==> src/rtl/rsa_sched_pkg.sv <==
// Shared types and constants for the RSA job scheduler.
package rsa_sched_pkg;

    typedef enum logic [1:0] {
        StIdle,
        StIssue,
        StWait,
        StResp
    } sched_state_e;

    localparam logic PORT0 = 1'b0;
    localparam logic PORT1 = 1'b1;

    // m^0 mod n is reported as 1 without running the engine.
    localparam int unsigned E_ZERO_RESULT = 1;

endpackage

==> src/rtl/rr_arbiter2.sv <==
// Two-requester round-robin arbiter with a registered priority pointer.
module rr_arbiter2
    import rsa_sched_pkg::*;
(
    input  logic       clk,
    input  logic       rst_n,
    input  logic [1:0] req_i,
    input  logic       advance_i,
    input  logic       served_i,
    output logic [1:0] grant_o,
    output logic       ptr_o
);

    logic ptr_q;

    // Contention is settled by the pointer; a lone requester always wins.
    always_comb begin
        grant_o = req_i;
        if (req_i == 2'b11) begin
            grant_o = (ptr_q == PORT1) ? 2'b10 : 2'b01;
        end
    end

    // Priority moves to the port that was not just served.
    always_ff @(posedge clk) begin
        if (!rst_n) begin
            ptr_q <= PORT0;
        end else if (advance_i) begin
            ptr_q <= ~served_i;
        end
    end

    assign ptr_o = ptr_q;

endmodule

==> src/rtl/rsa_job_scheduler.sv <==
// Shares one modular-exponentiation engine between two requesters.
module rsa_job_scheduler
    import rsa_sched_pkg::*;
#(
    parameter int unsigned WIDTH = 8,
    parameter int unsigned CYC_W = 16
) (
    input  logic                 clk,
    input  logic                 rst_n,
    input  logic                 req0_valid,
    output logic                 req0_ready,
    input  logic [2*WIDTH-1:0]   req0_m,
    input  logic [WIDTH-1:0]     req0_e,
    input  logic [2*WIDTH-1:0]   req0_n,
    input  logic                 req1_valid,
    output logic                 req1_ready,
    input  logic [2*WIDTH-1:0]   req1_m,
    input  logic [WIDTH-1:0]     req1_e,
    input  logic [2*WIDTH-1:0]   req1_n,
    output logic                 rsp0_valid,
    input  logic                 rsp0_ready,
    output logic [2*WIDTH-1:0]   rsp0_c,
    output logic [CYC_W-1:0]     rsp0_cycles,
    output logic                 rsp1_valid,
    input  logic                 rsp1_ready,
    output logic [2*WIDTH-1:0]   rsp1_c,
    output logic [CYC_W-1:0]     rsp1_cycles,
    output logic                 eng_start,
    output logic [2*WIDTH-1:0]   eng_m,
    output logic [WIDTH-1:0]     eng_e,
    output logic [2*WIDTH-1:0]   eng_n,
    input  logic [2*WIDTH-1:0]   eng_c,
    input  logic                 eng_finish
);

    localparam int unsigned MW = 2 * WIDTH;
    localparam logic [CYC_W-1:0] CNT_ONE = CYC_W'(1);
    localparam logic [MW-1:0] C_EZERO = MW'(E_ZERO_RESULT);

    sched_state_e     state_q;
    logic             port_q;
    logic [MW-1:0]    m_q, n_q;
    logic [WIDTH-1:0] e_q;
    logic [CYC_W-1:0] cnt_q, cnt_inc;
    logic             eng_start_q;
    logic             rsp0_valid_q, rsp1_valid_q;
    logic [MW-1:0]    rsp0_c_q, rsp1_c_q;
    logic [CYC_W-1:0] rsp0_cycles_q, rsp1_cycles_q;

    logic [1:0]       req_vec, grant;
    logic             rr_ptr;
    logic             in_idle, accept, acc_port, rsp_hs;
    logic [MW-1:0]    acc_m, acc_n;
    logic [WIDTH-1:0] acc_e;
    logic             cap_en, cap_port;
    logic [MW-1:0]    cap_c;
    logic [CYC_W-1:0] cap_cyc;

    assign req_vec = {req1_valid, req0_valid};

    rr_arbiter2 u_arb (
        .clk       (clk),
        .rst_n     (rst_n),
        .req_i     (req_vec),
        .advance_i (rsp_hs),
        .served_i  (port_q),
        .grant_o   (grant),
        .ptr_o     (rr_ptr)
    );

    assign in_idle    = (state_q == StIdle);
    assign req0_ready = in_idle & grant[0];
    assign req1_ready = in_idle & grant[1];
    assign accept     = req0_ready | req1_ready;
    assign acc_port   = grant[1] ? PORT1 : PORT0;
    assign acc_m      = (acc_port == PORT1) ? req1_m : req0_m;
    assign acc_e      = (acc_port == PORT1) ? req1_e : req0_e;
    assign acc_n      = (acc_port == PORT1) ? req1_n : req0_n;
    assign rsp_hs     = (state_q == StResp) & ((port_q == PORT1) ? rsp1_ready : rsp0_ready);
    assign cnt_inc    = (cnt_q == '1) ? cnt_q : cnt_q + CNT_ONE;

    // A result lands either straight from IDLE (e == 0) or from the engine in WAIT.
    assign cap_en   = (accept & (acc_e == '0)) | ((state_q == StWait) & eng_finish);
    assign cap_port = in_idle ? acc_port : port_q;
    assign cap_c    = in_idle ? C_EZERO : eng_c;
    assign cap_cyc  = in_idle ? '0 : cnt_inc;

    // Job sequencing, engine handshake and registered response outputs.
    always_ff @(posedge clk) begin
        if (!rst_n) begin
            state_q       <= StIdle;
            port_q        <= PORT0;
            m_q           <= '0;
            e_q           <= '0;
            n_q           <= '0;
            cnt_q         <= '0;
            eng_start_q   <= 1'b0;
            rsp0_valid_q  <= 1'b0;
            rsp1_valid_q  <= 1'b0;
            rsp0_c_q      <= '0;
            rsp1_c_q      <= '0;
            rsp0_cycles_q <= '0;
            rsp1_cycles_q <= '0;
        end else begin
            eng_start_q <= 1'b0;
            case (state_q)
                StIdle: begin
                    if (accept) begin
                        port_q <= acc_port;
                        m_q    <= acc_m;
                        e_q    <= acc_e;
                        n_q    <= acc_n;
                        if (acc_e == '0) begin
                            state_q <= StResp;
                        end else begin
                            state_q     <= StIssue;
                            eng_start_q <= 1'b1;
                        end
                    end
                end
                StIssue: begin
                    cnt_q   <= '0;
                    state_q <= StWait;
                end
                StWait: begin
                    cnt_q <= cnt_inc;
                    if (eng_finish) begin
                        state_q <= StResp;
                    end
                end
                StResp: begin
                    if (rsp_hs) begin
                        state_q      <= StIdle;
                        rsp0_valid_q <= 1'b0;
                        rsp1_valid_q <= 1'b0;
                    end
                end
                default: state_q <= StIdle;
            endcase
            if (cap_en) begin
                if (cap_port == PORT1) begin
                    rsp1_valid_q  <= 1'b1;
                    rsp1_c_q      <= cap_c;
                    rsp1_cycles_q <= cap_cyc;
                end else begin
                    rsp0_valid_q  <= 1'b1;
                    rsp0_c_q      <= cap_c;
                    rsp0_cycles_q <= cap_cyc;
                end
            end
        end
    end

    // Under contention the grant must follow the priority pointer.
    always_ff @(posedge clk) begin
        if (rst_n && in_idle && (req_vec == 2'b11)) begin
            assert (grant[rr_ptr]);
        end
    end

    assign eng_start   = eng_start_q;
    assign eng_m       = m_q;
    assign eng_e       = e_q;
    assign eng_n       = n_q;
    assign rsp0_valid  = rsp0_valid_q;
    assign rsp1_valid  = rsp1_valid_q;
    assign rsp0_c      = rsp0_c_q;
    assign rsp1_c      = rsp1_c_q;
    assign rsp0_cycles = rsp0_cycles_q;
    assign rsp1_cycles = rsp1_cycles_q;

endmodule

==> config.mk <==
export PLATFORM = sky130hd
export DESIGN_NAME = rsa_job_scheduler
export DESIGN_NICKNAME = d
export VERILOG_FILES = /design/src/rtl/rsa_sched_pkg.sv /design/src/rtl/rr_arbiter2.sv /design/src/rtl/rsa_job_scheduler.sv
export SDC_FILE = /design/constraint.sdc
export NUM_CORES = 1
export LEC_CHECK = 0
export ABC_AREA = 1
export CAP_MARGIN = 20
export CORE_MARGIN = 2
export CORE_UTILIZATION = 41
export DETAILED_ROUTE_END_ITERATION = 7
export GPL_TIMING_DRIVEN = 0
export PLACE_DENSITY = 0.74
export RECOVER_POWER = 25
export SKIP_CTS_REPAIR_TIMING = 1
export SLEW_MARGIN = 0
export SYNTH_ARGS = -nofsm -noshare
export SYNTH_HDL_FRONTEND = slang
export SYNTH_SLANG_ARGS = --single-unit
==> constraint.sdc <==
create_clock -name clk -period 1.9 [get_ports clk]
set_input_delay 0.38 -clock clk [delete_from_list [all_inputs] [get_ports clk]]
set_output_delay 0.38 -clock clk [all_outputs]
set_load 0.01 [all_outputs]
; ---- Word level (Yosys, flattened, before mapping)
; Cells that the tools add are included.
[totals]
ff_bits = 127
latch_bits = 0
ramBits = 0
rom_bits = 0
input_bits = 103
out_inout_bits = 109
elab_cells = 66
n_memories = 0
[classes]
n_addsub = 1
mul = 0
div_mod_pow = 0
magnitude_cmp = 0
n_eq_ne = 8
shift = 0
mux = 26
bitwise_logic = 9
n_reduce_logical = 8
[op_table]
columns = cell, count
row1 = $mux W16, 5
row2 = $pmux W16 S2, 1
row3 = $add A16 B1 Y16 const B, 1
row4 = $eq A16 B16 Y1 const B, 1
row5 = $mux W1, 12
row6 = $mux W2, 6
row7 = $logic_not A8 Y1, 1
row8 = $mux W8, 1
row9 = $pmux W2 S4, 1
row10 = $eq A2 B2 Y1 const B, 3
row11 = $reduce_and A2 Y1, 3
row12 = $reduce_and A3 Y1, 2
row13 = $and A1 B1 Y1, 5
row14 = $ne A2 B2 Y1 const B, 2
row15 = $eq A2 B1 Y1 const B, 1
row16 = $logic_not A2 Y1, 1
row17 = $ne A2 B1 Y1 const B, 1
row18 = $not A1 Y1, 2
row19 = $or A1 B1 Y1, 2
row20 = $reduce_bool A2 Y1, 1

; ---- Logic depth before layout (Yosys ltp)
; Gate-level depths: netlist of the first run.
[depth]
depth_word = 8
ltp_mapped = 15
mapped_depth_nobuf = 13

; ---- Cells and area by module
; Synthesis of the first run repeated with hierarchy kept, for this count alone.
[unflattened]
hier_cells = 918
area_unflattened_um2 = 5973.2
[modules_own_cells]
columns = mod, n_inst, cells_per_inst, area_per_inst_um2
row1 = rsa_job_scheduler, 1, 910, 5919.4
row2 = rr_arbiter2, 1, 8, 53.8

; ---- Worst setup path after synthesis of the first run
; Ideal clock, no wire load.
[synth_timing]
path_type = input-to-reg
startpoint = input req1_valid
endpoint = register rsp1_c_q[11], in the netlist rsp1_c[11]
setup_time_ns = 0.113
arrival_time_ns = 1.731
path_slack_ns = 0.056
cell_stages = 11
path_buffers = 2
path_cell_list = buf_2 > inv_1 > a21oi_4 > nand2_1 > nand2_1 > nand3_1 > nand2_4 > nand2_4 > buf_2 > nor2_1 > nor2_1
[synth_via]
elab_chain_cells = 8
elab_cells_between_ends = 12
cone_classes = eq/ne (1) / mux (4) / bitwise (5) / reduce/logical (2)
[synth_lines]
columns = item, line_no
row1 = "start, declared", rsa_job_scheduler.sv:15  ; input logic req1_valid,
row2 = $eq A2 B2 Y1, -
row3 = $mux W2 *, rr_arbiter2.sv:19  ; if (req_i == 2'b11) begin
row4 = $mux W1, rsa_job_scheduler.sv:75  ; assign acc_port = grant[1] ? PORT1 : PORT0;
row5 = $mux W8, rsa_job_scheduler.sv:77  ; assign acc_e = (acc_port == PORT1) ? req1_e : req0_e;
row6 = $logic_not A8 Y1, rsa_job_scheduler.sv:83  ; assign cap_en = (accept & (acc_e == '0)) | ((state_q == StWait) & eng_finish);
row7 = $and A1 B1 Y1, rsa_job_scheduler.sv:83
row8 = $or A1 B1 Y1, rsa_job_scheduler.sv:83
row9 = $reduce_and A2 Y1 (no line) *, -
row10 = "end signal, assigned", rsa_job_scheduler.sv:143  ; rsp1_c_q <= cap_c;
row11 = "end, declared", rsa_job_scheduler.sv:47  ; logic [MW-1:0] rsp0_c_q, rsp1_c_q;
; Mark *: on every way between the ends. The rest lies on a longest branch, timed or not.
; A chain may end at the register's enable or synchronous reset.

; ---- Worst setup path in the final report of the first run
[layout_timing]
startpoint = register u_arb.ptr_q, in the netlist u_arb.ptr_o
endpoint = register rsp1_c_q[4], in the netlist rsp1_c[4]
[layout_via]
elab_chain_cells = 8
elab_cells_between_ends = 12
cone_classes = mux (5) / bitwise (5) / reduce/logical (2)
[layout_lines]
columns = item, line_no
row1 = "start, declared", rr_arbiter2.sv:14  ; logic ptr_q;
row2 = "start signal, assigned", rr_arbiter2.sv:29  ; ptr_q <= ~served_i;
row3 = $mux W2 *, rr_arbiter2.sv:20  ; grant_o = (ptr_q == PORT1) ? 2'b10 : 2'b01;
row4 = $mux W2 *, rr_arbiter2.sv:19
row5 = $mux W1, rsa_job_scheduler.sv:75
row6 = $mux W8, rsa_job_scheduler.sv:77
row7 = $logic_not A8 Y1, rsa_job_scheduler.sv:83
row8 = $and A1 B1 Y1, rsa_job_scheduler.sv:83
row9 = $or A1 B1 Y1, rsa_job_scheduler.sv:83
row10 = $reduce_and A2 Y1 (no line) *, -
; Marks and branches as above.

==> flow_summary.yaml, run 1 <==
sta:
  fmax_ghz: 0.529
  fin_crit_sh_pct: 99.5
  rsz0062_at_grt: "true"
  setup_ws_ns: 0.00984
  final_hold_viol_count: 0
  slew_violations: 0
  finalSetupTns_ns: 0
  period_minus_slack_ns: 1.89
  skew_ns: 0.0103
  fin_hold_ws_ns: 0.469
  max_slew.worst_pin.slew_ns: 0.606
  setup_viol: 0
  max_slew_margin_pct: 59.6
drt:
  finalWirelength_um: 19300
  detail_route.iter0.violations: 509
  drc: 0
  wire_per_inst_um: 14.5
  vias_per_cell: 4.96
  antenna_left: 0
  via_count: 6614
  firstDrtPassIters: 5
worst_setup_path:
  r2r_slack_ns: 0.01
  cp_cell_sequence: "inv_4 -> nand2_4 -> nand2_4 -> buf_12 -> nand2_4 -> nand2_2 -> nand2_2 -> nor2_4 -> nand3_4 -> nand2_8 -> nand2_8 -> buf_8 -> nand2_1 -> nand2_1 -> nor2_2"
  start_kind: "flop"
  critPathLaunch: "u_arb.ptr_o$_SDFFE_PN0P_"
  crit_slowest_cell: "dfxtp_2"
  crit_type: "reg -> reg"
  path_delay_family: "simple AND/OR/NAND/NOR gates"
  crit_buf_inv: 3
  cp_data_arrival_time_ns: 2.25
  max_stage_delay_ns: 0.32
  cp-end-kind: "flop"
  crit_top_cell: "nand2_4"
  reg2reg_from: "u_arb.ptr_o$_SDFFE_PN0P_"
  crit_fanout: 10
  worstPathRequired_ns: 2.26
synth:
  synth-seq-cells: 127
  synth_area_per_cell_um2: 6.61
  syn_area_um2: 5940
  synth_seq_area_share_pct: 42.8
  yosys_warnings: 0
  synth.distinct_cells: 27
  syn_nets: 1005
  postSynthCellCount: 898
flow_run:
  maxCapViolCount: 0
placed_design:
  dp.cells: 1287
  io_buffer_count: 209
  dp_hpwl_um: 14300
  dp_slack_ns: -0.814
  place_congestion: 0.921
  placedInstanceArea_um2: 8260
clocking:
  clkSlewWorstSetupHoldPaths_ns: 0.06
  cts_made_buffers: 17
  clockBufferDepth: 2
  clock-sinks: 127
  htreeDepth: 4
  cts-root-buf: "clkbuf_16"
  clk-insertion-delay-late_ns: 0.42
  tritoncts: "built"
power_and_ir_drop:
  peakVddDrop_uv: 623
  p_total_mw: 10.3
  p_per_area_nw_per_um2: 1090
  leakage_nw: 4.04
floorplanning:
  fp-row-count: 43
  die_y_um: 124
  dieArea_um2: 15500
  start_util_pct: 42.5
  pin_count: 212
  core_um2: 14000
  die_w_um: 124
global_routing:
  grt_pass1_vias: 6112
  grt.overflow.total: 0
  globalRouteTotalUtil_pct: 23.9
  antenna_found_initial: 0
  grt_max_degree: 17
  grt_pass1_wl_um: 30100
hold_path:
  hold_start: "cnt_q[15]$_SDFFE_PN0P_"
  min_path_type: "reg -> reg"
layout:
  num_antenna_cells: 0
  fin_nets: 1249
  fin_area_um2: 9390
  finish.utilization_pct: 67.1
  drive_gt1_share_pct: 12.8
  synthToLayoutAreaGrowth_pct: 58.0
  final_cells: 1334
status:
  outcome: "complete, no violations"
power by group:
group          switching (mW)  internal, mW
Clock                    1.19          1.93
Combinational            2.15          1.68
Sequential              0.229          3.09
Total                    3.57          6.70
kinds of logic after synthesis:
kind of cell | count (synthesis) | share of synthesized area [%]
AND/OR/NAND/NOR | 459 | 31.3
AO/OA/AOI/OAI | 158 | 14.3
buffers and inverters | 144 | 9.84
flip-flops | 127 | 42.8
XOR/XNOR | 6 | 0.885
adder cells (fa/ha/maj) | 4 | 0.843
worst min-delay path, delay by kind of cell (launching register included):
family	cells	cell delay, ns
AOI/OAI and AO/OA	1	0.06
DFF	1	0.31
and+or+nand+nor	1	0.06
worst paths after layout:
check / to / cells past startpoint
max: rsp1_c[4]$_SDFFE_PN0P_ / 15
min: cnt_q[15]$_SDFFE_PN0P_ / 2
max reg2reg: rsp1_c[4]$_SDFFE_PN0P_ / 15
min reg2reg: cnt_q[15]$_SDFFE_PN0P_ / 2
Yosys cell counts, drive strengths merged:
cell type	n	area, um2
and2	1	6.26
o211ai	1	7.51
xor2	3	26.3
nor2	124	465
o21ai	54	270
a21oi	70	365
buf	18	111
nand3	45	225
dfxtp	127	2540
inv	87	327
nand3b	9	67.6
or2	4	25.0
nand4	1	6.26
nor3	3	15.0
xnor2	3	26.3
a31oi	32	200
o22ai	1	6.26
ha	4	50.1
nand2	272	1050
clkbuf	39	146
placed cells by master (no fill, tap or decap), types with 19 or more instances in the layout:
| master | n |
|---|---|
| clkbuf_1 | 27 |
| nand2_1 | 240 |
| dfxtp_1 | 123 |
| a31oi_1 | 32 |
| nand3_1 | 41 |
| a21oi_1 | 67 |
| o21ai_0 | 53 |
| clkdlybuf4s50_1 | 206 |
| nor2_1 | 106 |
| clkbuf_16 | 19 |
| nand2_2 | 20 |
| inv_1 | 81 |
flip-flops by register name (all words and copies together), names as in the netlist, 8 cells and up:
signal	count
eng_e	8
eng_n	16
eng_m	16
rsp0_c	16
cnt_q	16
rsp1_c	16
rsp0_cycles	16
rsp1_cycles	16
per-layer routing:
metal / vias to the layer above / GRT usage [%] / wire (um)
met5: - / 0 / 0
met4: 0 / 9.52 / 518
met3: 39 / 9.36 / 1900
met2: 275 / 38.2 / 8920
met1: 2972 / 28.9 / 7970
li1: 3328 / - / -
layout make-up:
type | count | area, um2
plain buffers | 56 | 347
clock buffers | 23 | 488
clock inverters | 8 | 81.3
fillers | 1242 | 4600
inverters | 87 | 329
multi-input cells | 628 | 3100
flip-flops and latches | 127 | 2550
well taps | 180 | 225
repair buffers | 225 | 2270
Power figures use the tool's default switching activity.
==> inputs of run 2 (changes only) <==
--- a/config.mk
+++ b/config.mk
@@ -8,10 +8,11 @@
 export ABC_AREA = 1
 export CAP_MARGIN = 20
 export CORE_MARGIN = 2
-export CORE_UTILIZATION = 41
+export CORE_UTILIZATION = 45
 export DETAILED_ROUTE_END_ITERATION = 7
+export GPL_ROUTABILITY_DRIVEN = 1
 export GPL_TIMING_DRIVEN = 0
-export PLACE_DENSITY = 0.74
+export PLACE_DENSITY = 0.77
 export RECOVER_POWER = 25
 export SKIP_CTS_REPAIR_TIMING = 1
 export SLEW_MARGIN = 0
==> constraint.sdc (replaced) <==
create_clock -name clk -period 2.09 [get_ports clk]
set_input_delay 0.418 -clock clk [delete_from_list [all_inputs] [get_ports clk]]
set_output_delay 0.418 -clock clk [all_outputs]
set_load 0.01 [all_outputs]
==> flow_summary.yaml, run 2 (synthesized netlist as in run 1, its figures left out) <==
drt:
  finalWirelength_um: 18900
  wire_per_inst_um: 14.4
  via_count: 6557
  detail_route.iter0.violations: 445
  vias_per_cell: 5.00
  drc: 0
  firstDrtPassIters: 4
  antenna_left: 0
global_routing:
  globalRouteTotalUtil_pct: 26.9
  grt_pass1_vias: 6238
  grt_pass1_wl_um: 30500
  grt.overflow.total: 0
  grt_max_degree: 17
  antenna_found_initial: 0
layout:
  finish.utilization_pct: 70.0
  synthToLayoutAreaGrowth_pct: 50.6
  layout_common_cells: "nand2_1 (265), clkdlybuf4s50_1 (154), dfxtp_1 (125), nor2_1 (119), inv_1 (84)"
  fin_area_um2: 8940
  drive_gt1_share_pct: 6.41
  mostFrequentLayoutCell: "nand2_1"
  fin_nets: 1236
  final_cells: 1311
placed_design:
  io_buffer_count: 209
  dp_hpwl_um: 14100
  dp_slack_ns: -0.648
  place_congestion: 0.921
  dp.cells: 1279
  placedInstanceArea_um2: 8250
sta:
  max_slew_margin_pct: 64.5
  slew_violations: 0
  fin_hold_ws_ns: 0.467
  period_minus_slack_ns: 1.97
  finalSetupTns_ns: 0
  fmax_ghz: 0.509
  skew_ns: 0.00601
  final_hold_viol_count: 0
  setup_viol: 0
  fin_crit_sh_pct: 94.0
  setup_ws_ns: 0.125
  max_slew.worst_pin.slew_ns: 0.532
power_and_ir_drop:
  p_int_mw: 5.79
  power_switching_mw: 3.05
  p_clk_share_pct: 30.1
  pwr-share-comb_pct: 35.8
  p_total_mw: 8.84
  peakVddDrop_uv: 619
  p_sw_share_pct: 34.5
  leakage_nw: 4.09
  seqPwrFrac_pct: 34.1
  p_per_area_nw_per_um2: 988
floorplanning:
  core_um2: 12800
  dieArea_um2: 14100
  start_util_pct: 46.5
  fp-row-count: 41
  die_w_um: 119
  pin_count: 212
  die_y_um: 119
clocking:
  clockBufferDepth: 2
  htreeDepth: 4
  clkSlewWorstSetupHoldPaths_ns: 0.05
  clock-sinks: 127
  cts_made_buffers: 17
  clk-insertion-delay-late_ns: 0.41
  cts-root-buf: "clkbuf_16"
  tritoncts: "built"
status:
  outcome: "complete, no violations"
worst_setup_path:
  crit_type: "reg -> reg"
  max_stage_delay_ns: 0.30
  path_delay_family: "simple AND/OR/NAND/NOR gates"
  crit_fanout: 10
  crit_buf_inv: 3
  worstPathRequired_ns: 2.43
  crit_top_cell: "nand2_1"
  cp_cell_sequence: "inv_2 -> nand2_4 -> nand2_4 -> buf_8 -> nand2_1 -> nand2_1 -> nand2_1 -> nor2_4 -> nand3_4 -> nand2_8 -> nand2_4 -> buf_6 -> nand2_1 -> nand2_1 -> nor2_1"
  cp_data_arrival_time_ns: 2.31
  start_kind: "flop"
  crit_slowest_cell: "dfxtp_1"
  cp-end-kind: "flop"
flow_run:
  maxCapViolCount: 0
hold_path:
  min_path_type: "reg -> reg"
-- run 2: changes by cell type in the layout (fill, tap and decap cells not counted), sizes merged, moves of 2 or more --
cell,before,now
buf,36,19
clkbuf,61,68
clkdlybuf4s50,206,154
clkinv,4,0
clkinvlp,2,0
dlygate4sd3,0,52
dlymetal6s2s,1,3
-- run 2: routing by layer --
layer / wire length [um] / GRT usage [%] / up-vias
li1: - / - / 3306
met1: 7940 / 32.6 / 2929
met2: 8660 / 43.6 / 278
met3: 1680 / 8.76 / 44
met4: 590 / 11.9 / 0
met5: 0 / 0 / -
-- run 2: worst register-to-register path, delay by kind of cell, from the launching register on --
kind / cells / cell delay [ns]
buf+inv: 3 / 0.41
flops: 1 / 0.30
simple gates: 12 / 1.17
-- run 2: final cells by class --
class                           instances  area [um2]
Fill cell                            1106        3830
Multi-Input combinational cell        628        2910
Sequential cell                       127        2540
Timing Repair Buffer                  212        2120
Clock buffer                           28         527
Inverter                               87         327
Buffer                                 56         290
Tap cell                              172         215
Antenna cell                            1        2.50
-- run 2: path summary, 6_finish.rpt --
path / startpoint / to / slack [ns] / cells past startpoint
worst max register to register: u_arb.ptr_o$_SDFFE_PN0P_ / rsp0_cycles[13]$_SDFFE_PN0P_ / 0.12 / 15
worst min register to register: rsp0_valid$_SDFF_PN0_ / rsp0_valid$_SDFF_PN0_ / 0.47 / 2
worst max-delay path: u_arb.ptr_o$_SDFFE_PN0P_ / rsp0_cycles[13]$_SDFFE_PN0P_ / 0.12 / 15
worst min-delay path: rsp0_valid$_SDFF_PN0_ / rsp0_valid$_SDFF_PN0_ / 0.47 / 2
-- run 2: power groups by stage --
stage / sequential, mW / clock (mW) / combinational [mW]
floorplan: 3.20 / 0 / 1.50
global placement: 3.04 / 0 / 3.06
detailed placement: 3.05 / 0 / 3.08
CTS: 3.01 / 2.68 / 3.11
global route: 3.06 / 2.80 / 3.50
finish: 3.02 / 2.66 / 3.16
